**src/rtl/ulpi_reg_ctl.sv**
```systemverilog
// rtl/ulpi_reg_ctl.sv - ULPI PHY register read/write controller with abort retry and RX CMD capture
module ulpi_reg_ctl #(
   parameter int unsigned MAX_RETRY = 4
) (
   input  logic       clk,
   input  logic       rst,
   input  logic       ulpi_dir,
   input  logic       ulpi_nxt,
   input  logic [7:0] ulpi_rx_data,
   output logic [7:0] ulpi_tx_data,
   output logic       ulpi_stp,
   input  logic       reg_req,
   input  logic       reg_we,
   input  logic [5:0] reg_addr,
   input  logic [7:0] reg_wdata,
   output logic       reg_ack,
   output logic       reg_err,
   output logic [7:0] reg_rdata,
   output logic [7:0] rx_cmd,
   output logic       rx_cmd_valid
);

   // The count only ever holds 0..MAX_RETRY-1: reaching MAX_RETRY completes the request and clears it.
   localparam int unsigned RW = (MAX_RETRY < 2) ? 1 : $clog2(MAX_RETRY);

   typedef enum logic [2:0] {
      IDLE,
      CMD,
      WDATA,
      STP,
      RD_TURN,
      RD_DATA
   } state_t;

   state_t          state_q, state_d;
   logic            dir_q;
   logic            we_q, we_d;
   logic [5:0]      addr_q, addr_d;
   logic [7:0]      wdata_q, wdata_d;
   logic [RW-1:0]   retry_q, retry_d;
   logic [7:0]      tx_data_q, tx_data_d;
   logic            stp_q, stp_d;
   logic            ack_q, ack_d;
   logic            err_q, err_d;
   logic [7:0]      rdata_q, rdata_d;
   logic [7:0]      rx_cmd_q, rx_cmd_d;
   logic            rx_cmd_valid_q, rx_cmd_valid_d;

   logic            turnaround;
   logic            abort;
   logic            rx_hit;

   // A cycle where the PHY flips dir relative to last cycle carries no usable bus data.
   assign turnaround = (ulpi_dir != dir_q);

   // Next-state, request latching, retry bookkeeping and completion generation.
   always_comb begin
      state_d = state_q;
      we_d    = we_q;
      addr_d  = addr_q;
      wdata_d = wdata_q;
      retry_d = retry_q;
      ack_d   = 1'b0;
      err_d   = err_q;
      rdata_d = rdata_q;
      abort   = 1'b0;

      case (state_q)
         IDLE: begin
            // Only start on a settled, link-owned bus (dir low now and last cycle).
            if (reg_req && !ulpi_dir && !turnaround) begin
               state_d = CMD;
               we_d    = reg_we;
               addr_d  = reg_addr;
               wdata_d = reg_wdata;
            end
         end
         CMD: begin
            if (ulpi_dir) begin
               abort = 1'b1;
            end else if (ulpi_nxt) begin
               state_d = we_q ? WDATA : RD_TURN;
            end
         end
         WDATA: begin
            if (ulpi_dir) begin
               abort = 1'b1;
            end else if (ulpi_nxt) begin
               state_d = STP;
            end
         end
         STP: begin
            state_d = IDLE;
            ack_d   = 1'b1;
            err_d   = 1'b0;
            retry_d = '0;
         end
         RD_TURN: begin
            // dir with nxt means the PHY took the bus for received data, not our read.
            if (ulpi_dir && ulpi_nxt) begin
               abort = 1'b1;
            end else if (ulpi_dir) begin
               state_d = RD_DATA;
            end
         end
         RD_DATA: begin
            state_d = IDLE;
            rdata_d = ulpi_rx_data;
            ack_d   = 1'b1;
            err_d   = 1'b0;
            retry_d = '0;
         end
         default: begin
            state_d = IDLE;
         end
      endcase

      // An abort drops back to IDLE; the still-held request re-issues from there
      // unless this abort exhausts the retry budget.
      if (abort) begin
         state_d = IDLE;
         if (retry_q == RW'(MAX_RETRY - 1)) begin
            ack_d   = 1'b1;
            err_d   = 1'b1;
            retry_d = '0;
         end else begin
            retry_d = retry_q + RW'(1);
         end
      end
   end

   // Bus output decode from the upcoming state so the pins are driven straight from flops.
   always_comb begin
      tx_data_d = 8'h00;
      stp_d     = 1'b0;
      case (state_d)
         CMD:     tx_data_d = we_d ? {2'b10, addr_d} : {2'b11, addr_d};
         WDATA:   tx_data_d = wdata_d;
         STP:     stp_d     = 1'b1;
         default: tx_data_d = 8'h00;
      endcase
   end

   // RX CMD capture: PHY owns a settled bus, is not streaming data, and it is not our read byte.
   always_comb begin
      rx_hit         = ulpi_dir && !turnaround && !ulpi_nxt && (state_q != RD_DATA);
      rx_cmd_d       = rx_hit ? ulpi_rx_data : rx_cmd_q;
      rx_cmd_valid_d = rx_hit;
   end

   // State and output registers; reset discards any request in flight.
   always_ff @(posedge clk or negedge rst) begin
      if (!rst) begin
         state_q        <= IDLE;
         dir_q          <= 1'b0;
         we_q           <= 1'b0;
         addr_q         <= 6'h00;
         wdata_q        <= 8'h00;
         retry_q        <= '0;
         tx_data_q      <= 8'h00;
         stp_q          <= 1'b0;
         ack_q          <= 1'b0;
         err_q          <= 1'b0;
         rdata_q        <= 8'h00;
         rx_cmd_q       <= 8'h00;
         rx_cmd_valid_q <= 1'b0;
      end else begin
         state_q        <= state_d;
         dir_q          <= ulpi_dir;
         we_q           <= we_d;
         addr_q         <= addr_d;
         wdata_q        <= wdata_d;
         retry_q        <= retry_d;
         tx_data_q      <= tx_data_d;
         stp_q          <= stp_d;
         ack_q          <= ack_d;
         err_q          <= err_d;
         rdata_q        <= rdata_d;
         rx_cmd_q       <= rx_cmd_d;
         rx_cmd_valid_q <= rx_cmd_valid_d;
      end
   end

   assign ulpi_tx_data = tx_data_q;
   assign ulpi_stp     = stp_q;
   assign reg_ack      = ack_q;
   assign reg_err      = err_q;
   assign reg_rdata    = rdata_q;
   assign rx_cmd       = rx_cmd_q;
   assign rx_cmd_valid = rx_cmd_valid_q;

endmodule

```
**config.mk**
```make
export PLATFORM = sky130hd
export DESIGN_NAME = ulpi_reg_ctl
export DESIGN_NICKNAME = d
export VERILOG_FILES = /design/src/rtl/ulpi_reg_ctl.sv
export SDC_FILE = /design/constraint.sdc
export NUM_CORES = 1
export LEC_CHECK = 0
export CORE_ASPECT_RATIO = 1.4
export CORE_UTILIZATION = 45
export CTS_BUF_LIST = sky130_fd_sc_hd__clkbuf_8
export DETAILED_ROUTE_END_ITERATION = 8
export PLACE_DENSITY = 0.75
export SYNTH_ARGS = -nofsm -noshare
export SYNTH_HDL_FRONTEND = slang
export SYNTH_SLANG_ARGS = --single-unit
```
**constraint.sdc**
```tcl
create_clock -name clk -period 3.28 [get_ports clk]
set_clock_uncertainty 0.2 [all_clocks]
set_input_delay 0.328 -clock clk [delete_from_list [all_inputs] [get_ports clk]]
set_output_delay 0.328 -clock clk [all_outputs]
set_load 0.01 [all_outputs]
```
Word level (Yosys, flattened, before mapping)
Cells that the tools add are included.
{ "classes": {"add_sub_neg": 1, "mul": 0, "div": 0, "order_cmp": 0, "n_eq_ne": 11, "shift": 0, "muxes": 31, "n_bitwise": 0, "reduce_logical": 13} }
{ "op_table": {"columns": ["operator", "count"], "rows": [
  ["two-way mux 3 bit", 9],
  ["two-way mux 8 bit", 2],
  ["case mux 8 bit (2 select lines)", 1],
  ["== test 3 x 2 -> 1 bit, second input constant", 4],
  ["two-way mux 6 bit", 2],
  ["case mux 3 bit (4 select lines)", 1],
  ["two-way mux 1 bit", 11],
  ["two-way mux 7 bit", 1],
  ["== test 3 x 1 -> 1 bit, second input constant", 2],
  ["== test 3 bit, second input constant", 2],
  ["logical AND 1 bit", 6],
  ["two-way mux 2 bit", 3],
  ["OR reduction 2 bit", 2],
  ["logical NOT 1 bit", 3],
  ["logical NOT 3 bit", 1],
  ["!= test 3 bit, second input constant", 1],
  ["adder 2 x 1 -> 2 bit, second input constant", 1],
  ["== test 2 bit, second input constant", 1],
  ["case mux 1 bit (2 select lines)", 1],
  ["nonzero test 2 bit", 1],
  ["!= test 1 bit", 1]
]} }
{ "word_totals": {"reg_bits": 49, "latchBits": 0, "mem_bits_rw": 0, "mem_bits_ro": 0, "input_bits": 28, "output_inout_bits": 28, "n_memories": 0} }

Logic depth before layout (Yosys ltp)
Gate-level depths: netlist of run 1.
{ "depth": {"ltp_word": 8, "ltp_mapped": 8, "depth_no_buf": 6} }

Worst setup path before layout of run 1
No wires, ideal clock.
{ "synth_path": {"path_kind": "register to register", "startpoint": "register dir_q", "endpoint": "register tx_data_q[6] (netlist: ulpi_tx_data[6])", "t_arrival_ns": 1.585, "required_time_ns": 2.950, "slack_ns": 1.365, "path_stages_with_launch": 9, "synth_period_minus_slack_ns": 1.915, "cell_sequence": "dfrtp_1 ha_1 nor2_1 and4b_1 buf_6 buf_12 mux2_4 nand2_1 o22ai_2"} }
{ "synth_between": {"elab_cells_between_ends": 14, "classes_between": "eq/ne: 3; mux: 9; reduce/logical: 2"} }
{ "synth_lines": {"columns": ["item", "line", "source"], "rows": [
  ["start, declared", "36", "logic dir_q;"],
  ["start signal, assigned", "169", "dir_q <= ulpi_dir;"],
  ["!= test 1 bit", "54", "assign turnaround = (ulpi_dir != dir_q);"],
  ["logical NOT 1 bit", "71", "if (reg_req && !ulpi_dir && !turnaround) begin"],
  ["logical AND 1 bit", "71", null],
  ["two-way mux 8 bit", "71", null],
  ["two-way mux 8 bit", "68", "case (state_q)"],
  ["named net wdata_d[6]", "39", "logic [7:0] wdata_q, wdata_d;"],
  ["case mux 8 bit (2 select lines)", "136", "case (state_d)"],
  ["named net tx_data_d[6]", "41", "logic [7:0] tx_data_q, tx_data_d;"],
  ["end signal, assigned", "174", "tx_data_q <= tx_data_d;"],
  ["end, declared", "41", null]
]} }
The timed path passes the listed nets, and every way through them passes these cells.
A chain may end at the register's enable or synchronous reset.

Final worst setup path of run 1
{ "layout_path": {"startpoint": "input port ulpi_dir", "endpoint": "register tx_data_q[2] (netlist: ulpi_tx_data[2])"} }
{ "layout_between": {"elab_chain_len": 8, "elab_cells_between_ends": 24, "classes_between": "eq/ne: 3; mux: 16; reduce/logical: 5"} }
{ "layout_rtl": {"columns": ["item", "line", "source"], "rows": [
  ["start, declared", "7", "input logic ulpi_dir,"],
  ["!= test 1 bit or logical NOT 1 bit (tied branches)", "54, 71", null],
  ["logical NOT 1 bit or logical AND 1 bit (tied branches)", "71", null],
  ["logical AND 1 bit", "71", null],
  ["two-way mux 3 bit", "71", null],
  ["case mux 3 bit (4 select lines)", "68", null],
  ["two-way mux 3 bit", "120", "if (abort) begin"],
  ["== test 3 x 2 -> 1 bit or == test 3 x 1 -> 1 bit (tied branches)", "136", null],
  ["case mux 8 bit (2 select lines) *", "136", null],
  ["named net tx_data_d[2]", "41", null]
]} }
The timed path passes the listed nets; every way through them passes the cells marked *.

==> flow_summary.json, run 1 <==
{
  "status": "finished clean",
  "cp-end-kind": "flop",
  "grt_pass1_wl_microns": 6390,
  "cp.arrival_ns": 2.51,
  "slew_headroom_pct": 30.6,
  "cts_buffer_depth": 2,
  "setup_viol": 0,
  "finalSetupTns_ns": 0,
  "use_met2_pct": 29.7,
  "coreArea_sq_um": 4340,
  "final_area_sq_um": 2740,
  "die_h_microns": 82.5,
  "floorplan.initialDensity_pct": 47.9,
  "nNetsFinal": 240,
  "insertedDiodeCount": 0,
  "grt_max_degree": 50,
  "cts_root_buf": "clkbuf_8",
  "multi_input_area_sq_um": 732,
  "place_area_sq_um": 2620,
  "dieArea_sq_um": 4900,
  "vias": 1364,
  "grt_antenna_before_repair": 0,
  "io_buffers": 55,
  "layout-drive-gt1-share_pct": 20.9,
  "power_density_nw_per_um2": 779,
  "gr-usage-met1_pct": 21.6,
  "cts.sinks": 49,
  "hold_buffers": 0,
  "grt_pass1_vias": 1360,
  "avgSynthCellArea_sq_um": 13.4,
  "worst-setup-path-type": "input port to flop",
  "rsz0062_at_grt": "false",
  "ys.flop_type": "dfrtp_1",
  "ys_seq_area_share_pct": 58.9,
  "grt_overflow_total": 0,
  "grtUsageTotal_pct": 17.8,
  "top_usage_layer": "met2",
  "ys_ff_latch": 49,
  "min_path_type": "input port to async pin",
  "cts_tree": "built",
  "routed_wl_microns": 3830,
  "drc": 0,
  "synth_enable_flop_cells": 0,
  "wl_per_cell_microns": 14.1,
  "regArea_sq_um": 1230,
  "peakVddDrop_mv": 0.366,
  "dr.pass1.iters": 4,
  "syn-num-nets": 185,
  "worst_pin_slew_ns": 1.04,
  "fmax_mhz": 393,
  "drv_slew": 0,
  "met3_usage_pct": 4.83,
  "p_leak_nw": 1.19,
  "syn_to_final_growth_pct": 31.7,
  "post_cts_resized": 0,
  "fill_cells": 377,
  "rows": 28,
  "hpwlAfterDp_microns": 2800,
  "fin_crit_ns": 2.55,
  "maxCapViolCount": 0,
  "critPathLaunchType": "input port",
  "cp.required_ns": 3.25,
  "place.gp.congestion": 0.878,
  "ys_types": 38,
  "die_w_microns": 59.5,
  "synthArstFlopShare_pct": 100,
  "syn-instance-count": 155,
  "final_hold_viol_count": 0,
  "rrSetupSlack_ns": 1.12,
  "finalCritPeriodShare_pct": 77.7,
  "cts_buffers": 5,
  "cp_max_fo": 17,
  "yosys_warnings": 0,
  "clkTransAtPathRegs_ns": 0.08,
  "clk_latency_ns": 0.30,
  "post_cts_buffers": 0,
  "via_per_inst": 5.03,
  "htreeDepth": 2,
  "syn_area_sq_um": 2080,
  "postRouteAntennaNets": 0,
  "io_pins": 56,
  "drtIter0Drc": 32
}
==> flip-flops by register name (all words and copies together) (netlist names) <==
register	count
reg_rdata	8
rx_cmd	8
ulpi_tx_data	8
wdata_q	8
addr_q	6
state_q	3
retry_q	2
dir_q	1
reg_ack	1
reg_err	1
rx_cmd_valid	1
ulpi_stp	1
we_q	1
==> worst max-delay path, cell delays in order <==
cell and delay (ns):
clkdlybuf4s50_1 0.72, ha_1 0.31, nor2_1 0.10, and4b_1 0.19, buf_4 0.28, o31a_1 0.43, o22ai_1 0.15
==> cells in the final DEF (no fill, tap or decap), types with 2 or more instances in the layout <==
master           netlist  final
nand3_1                2      2
nor2_1                 5      5
o22ai_1                6      6
mux2_4                 3      3
clkdlybuf4s50_1        0     54
inv_1                  9      9
clkbuf_8               0      6
nand2_1               11     11
o21ai_0                4      4
mux2i_1                8      8
ha_1                   2      2
a21oi_1                4      4
dfrtp_1               49     49
mux2_2                22     22
==> report_power, final <==
part           switching (W)  internal, W  total [W]  leakage (nW)
clock network       0.000191     0.000248   0.000438        0.0574
registers           0.000126     0.000826   0.000953         0.606
logic               0.000316     0.000426   0.000743         0.530
total               0.000633      0.00150    0.00213          1.19
==> area by class of cell <==
class | count | area share, %
flip-flops and latches | 49 | 44.7
repair buffers | 56 | 20.2
well taps | 60 | 2.74
inverters | 9 | 1.23
clock inverters | 2 | 1.37
multi-input cells | 89 | 26.7
clock buffers | 6 | 3.01
==> Yosys cell counts (2+ instances only) <==
cell / number / share of area, %
nand2_1: 11 / 2.0
o21ai_0: 4 / 0.96
mux2_4: 3 / 2.2
a21oi_1: 4 / 0.96
ha_1: 2 / 1.2
nor2_1: 5 / 0.90
mux2i_1: 8 / 3.8
buf_6: 5 / 2.7
o22ai_1: 6 / 1.8
dfrtp_1: 49 / 59
nand3_1: 2 / 0.48
mux2_2: 22 / 12
inv_1: 9 / 1.6
==> final timing paths <==
| path | from | cells past startpoint | end |
|---|---|---|---|
| max | ulpi_dir | 7 | ulpi_tx_data[2]$_DFF_PN0_ |
| min reg2reg | reg_err$_DFF_PN0_ | 2 | reg_err$_DFF_PN0_ |
| max reg2reg | state_q[2]$_DFF_PN0_ | 5 | ulpi_tx_data[2]$_DFF_PN0_ |
| min in group clk | reg_err$_DFF_PN0_ | 2 | reg_err$_DFF_PN0_ |
| min | rst | 1 | state_q[1]$_DFF_PN0_ |
| max in group asynchronous | rst | 1 | wdata_q[2]$_DFF_PN0_ |
==> metal layers <==
layer,up-vias,wire [microns]
met5,-,0
met4,0,48
met3,7,209
met2,61,1950
met1,648,1620
li1,648,-
==> per-stage QoR <==
step | setup WS, ns | hold slack (ns) | total power [W] | std cells | util, %
2_1_floorplan | 1.37 | -0.168 | 0.00140 | 155 | -
3_3_place_gp | 0.496 | 0.264 | 0.00167 | 263 | 60.3
3_5_place_dp | 0.423 | 0.273 | 0.00171 | 263 | 60.3
4_1_cts | 0.753 | 0.0385 | 0.00215 | 271 | 63.1
5_1_grt | 0.555 | 0.101 | 0.00227 | 271 | 63.1
6_report | 0.733 | 0.0117 | 0.00213 | 271 | 63.1
==> kinds of logic after synthesis <==
| logic type | Yosys count | share of synthesized area, % |
|---|---|---|
| multiplexers | 33 | 17.9 |
| XOR/XNOR | 1 | 0.421 |
| flip-flops | 49 | 58.9 |
| adder cells (fa/ha/maj) | 2 | 1.20 |
| buffers and inverters | 17 | 5.89 |
| AO/OA/AOI/OAI | 22 | 7.40 |
| AND/OR/NAND/NOR | 31 | 8.24 |
Note: power is estimated with default switching activity, not from simulation.
==> inputs of run 2 (changes only) <==
Settings changed: PLACE_DENSITY 0.75 to 0.78.
Clock period 3.28 ns to 2.05 ns, I/O delays scaled along.
==> run 2 against run 1 <==
Against the previous run:
- sequential cell count is the same
- register-to-register slack got worse by 1.0 ns
- total power rose by 67%
- sequential power rose by 55%
- global-route usage increased by 1.6 points
- first-iteration DRC count rose by 22%
- critical endpoint is now ulpi_tx_data[1]$_DFF_PN0_
==> flow_summary.json, run 2 (synthesized netlist as in run 1, its figures left out) <==
{
  "worst-setup-path-type": "flop to flop",
  "p_seq_share_pct": 41.6,
  "p_leak_nw": 1.29,
  "holdPathStages": 2,
  "rr_worst_depth": 7,
  "grt_pass1_vias": 1510,
  "comb_power_share_pct": 39.1,
  "via_per_inst": 5.01,
  "insertedDiodeCount": 0,
  "postRouteAntennaNets": 0,
  "fmax_mhz": 509,
  "place.gp.congestion": 0.894,
  "cp.depth": 7,
  "dieArea_sq_um": 4900,
  "die_w_microns": 59.5,
  "top_layer_used": "met4",
  "fill_cells": 360,
  "cts_buffer_depth": 2,
  "hold_slack_ns": 0.0545,
  "floorplan.initialDensity_pct": 47.9,
  "crit_slowest_cell": "dfrtp_1",
  "clk_latency_ns": 0.30,
  "drv_slew": 0,
  "p_clk_share_pct": 19.4,
  "die_h_microns": 82.5,
  "io_buffers": 55,
  "layout_common_cells": "53 x clkdlybuf4s50_1, 49 x dfrtp_1, 21 x mux2_2",
  "status": "finished clean",
  "grt_pass1_wl_microns": 6790,
  "finalSetupTns_ns": 0,
  "cts_buffers": 5,
  "swShare_pct": 29.7,
  "syn_to_final_growth_pct": 38.6,
  "grt_overflow_total": 0,
  "io_pins": 56,
  "cp_max_fo": 15,
  "final_area_sq_um": 2880,
  "rows": 28,
  "clkTransAtPathRegs_ns": 0.08,
  "min_path_type": "input port to flop",
  "utilization_pct": 66.4,
  "cts_root_buf": "clkbuf_8",
  "htreeDepth": 2,
  "place_area_sq_um": 2710,
  "intPower_w": 0.00251,
  "final_common_cell": "clkdlybuf4s50_1",
  "final_hold_viol_count": 0,
  "route.met2.wl_microns": 2560,
  "vias": 1423,
  "coreArea_sq_um": 4340,
  "critPathLaunchType": "flop",
  "drtIter0Drc": 39,
  "nNetsFinal": 253,
  "grt_max_degree": 50,
  "rsz0062_at_grt": "true",
  "power_density_nw_per_um2": 1240,
  "layout-drive-gt1-share_pct": 25.0,
  "slew_headroom_pct": 60.4,
  "cp-end-kind": "flop",
  "slowest_delay_ns": 0.37,
  "wl_per_cell_microns": 15.4,
  "cp.required_ns": 2.03,
  "cp.arrival_ns": 1.94,
  "finalCritPeriodShare_pct": 95.9,
  "path_buf_inv": 1,
  "dr.pass1.iters": 4,
  "fin_crit_ns": 1.97,
  "grtUsageTotal_pct": 19.4,
  "p_switching_w": 0.00106,
  "setup_viol": 0,
  "drc": 0,
  "met3_wirelength_microns": 188,
  "maxCapViolCount": 0,
  "routed_wl_microns": 4380,
  "cts.sinks": 49,
  "path_cells": "ha_1, nor2_1, and4b_1, buf_12, mux2_2, nand2_1, o22ai_1",
  "wl_met1_microns": 1560,
  "peakVddDrop_mv": 0.698,
  "grt_antenna_before_repair": 0,
  "crit_family": "simple AND/OR/NAND/NOR gates",
  "hpwlAfterDp_microns": 3250,
  "worst_pin_slew_ns": 0.594,
  "cts_tree": "built"
}
run 2: cell count changes in the layout (fill, tap and decap cells not counted), sizes merged:
| cell | previous run | this run |
|---|---|---|
| buf | 2 | 14 |
| dlymetal6s2s | 0 | 1 |
| inv | 9 | 10 |
| dlygate4sd3 | 0 | 1 |
| clkinvlp | 1 | 0 |
| clkdlybuf4s50 | 54 | 53 |
run 2: area by class of cell:
type                            count  area [sq um]  area share, %
Inverter                            9          33.8           1.17
Timing Repair Buffer               69           693           24.0
Multi-Input combinational cell     89           739           25.6
Clock inverter                      2          33.8           1.17
Clock buffer                        6          82.6           2.86
Sequential cell                    49          1230           42.5
Tap cell                           60          75.1           2.60
run 2: worst paths after layout:
path	endpoint	start	slack, ns
min in group asynchronous	retry_q[0]$_DFFE_PN0P_	rst	0.33
max	ulpi_tx_data[1]$_DFF_PN0_	dir_q$_DFF_PN0_	0.08
min	dir_q$_DFF_PN0_	ulpi_dir	0.05
max in group asynchronous	reg_rdata[7]$_DFFE_PN0N_	rst	0.92
max reg2reg	ulpi_tx_data[1]$_DFF_PN0_	dir_q$_DFF_PN0_	0.08
min reg2reg	addr_q[2]$_DFF_PN0_	addr_q[2]$_DFF_PN0_	0.29
run 2: per-layer routing:
| metal | global-route usage [%] | vias up |
|---|---|---|
| met2 | 38.4 | 47 |
| met3 | 4.36 | 7 |
| met4 | 7.14 | 0 |
| met1 | 18.8 | 703 |
| li1 | - | 666 |
| met5 | 0 | - |
run 2: stage by stage:
stage | worst slack (ns) | power [W] | instances
3_3_place_gp | -0.257 | 0.00274 | 272
6_report | 0.0839 | 0.00357 | 284
5_1_grt | -0.0116 | 0.00377 | 284
3_5_place_dp | -0.268 | 0.00283 | 272
4_1_cts | 0.0310 | 0.00352 | 281
2_1_floorplan | 0.135 | 0.00223 | 155
run 2: power groups by stage:
stage	Clock (W)	Sequential [W]	Combinational, W
after floorplan	0	0.00155	0.000685
after global placement	0	0.00148	0.00126
final	0.000691	0.00148	0.00139
after global routing	0.000738	0.00152	0.00152
after CTS	0.000700	0.00148	0.00134
after detailed placement	0	0.00150	0.00133
run 2: timing repair:
item	in CTS	in global routing
buffers inserted	0	3
hold endpoints to repair	49	0
hold buffers	1	0
resized for setup	0	3
setup endpoints to repair	0	8
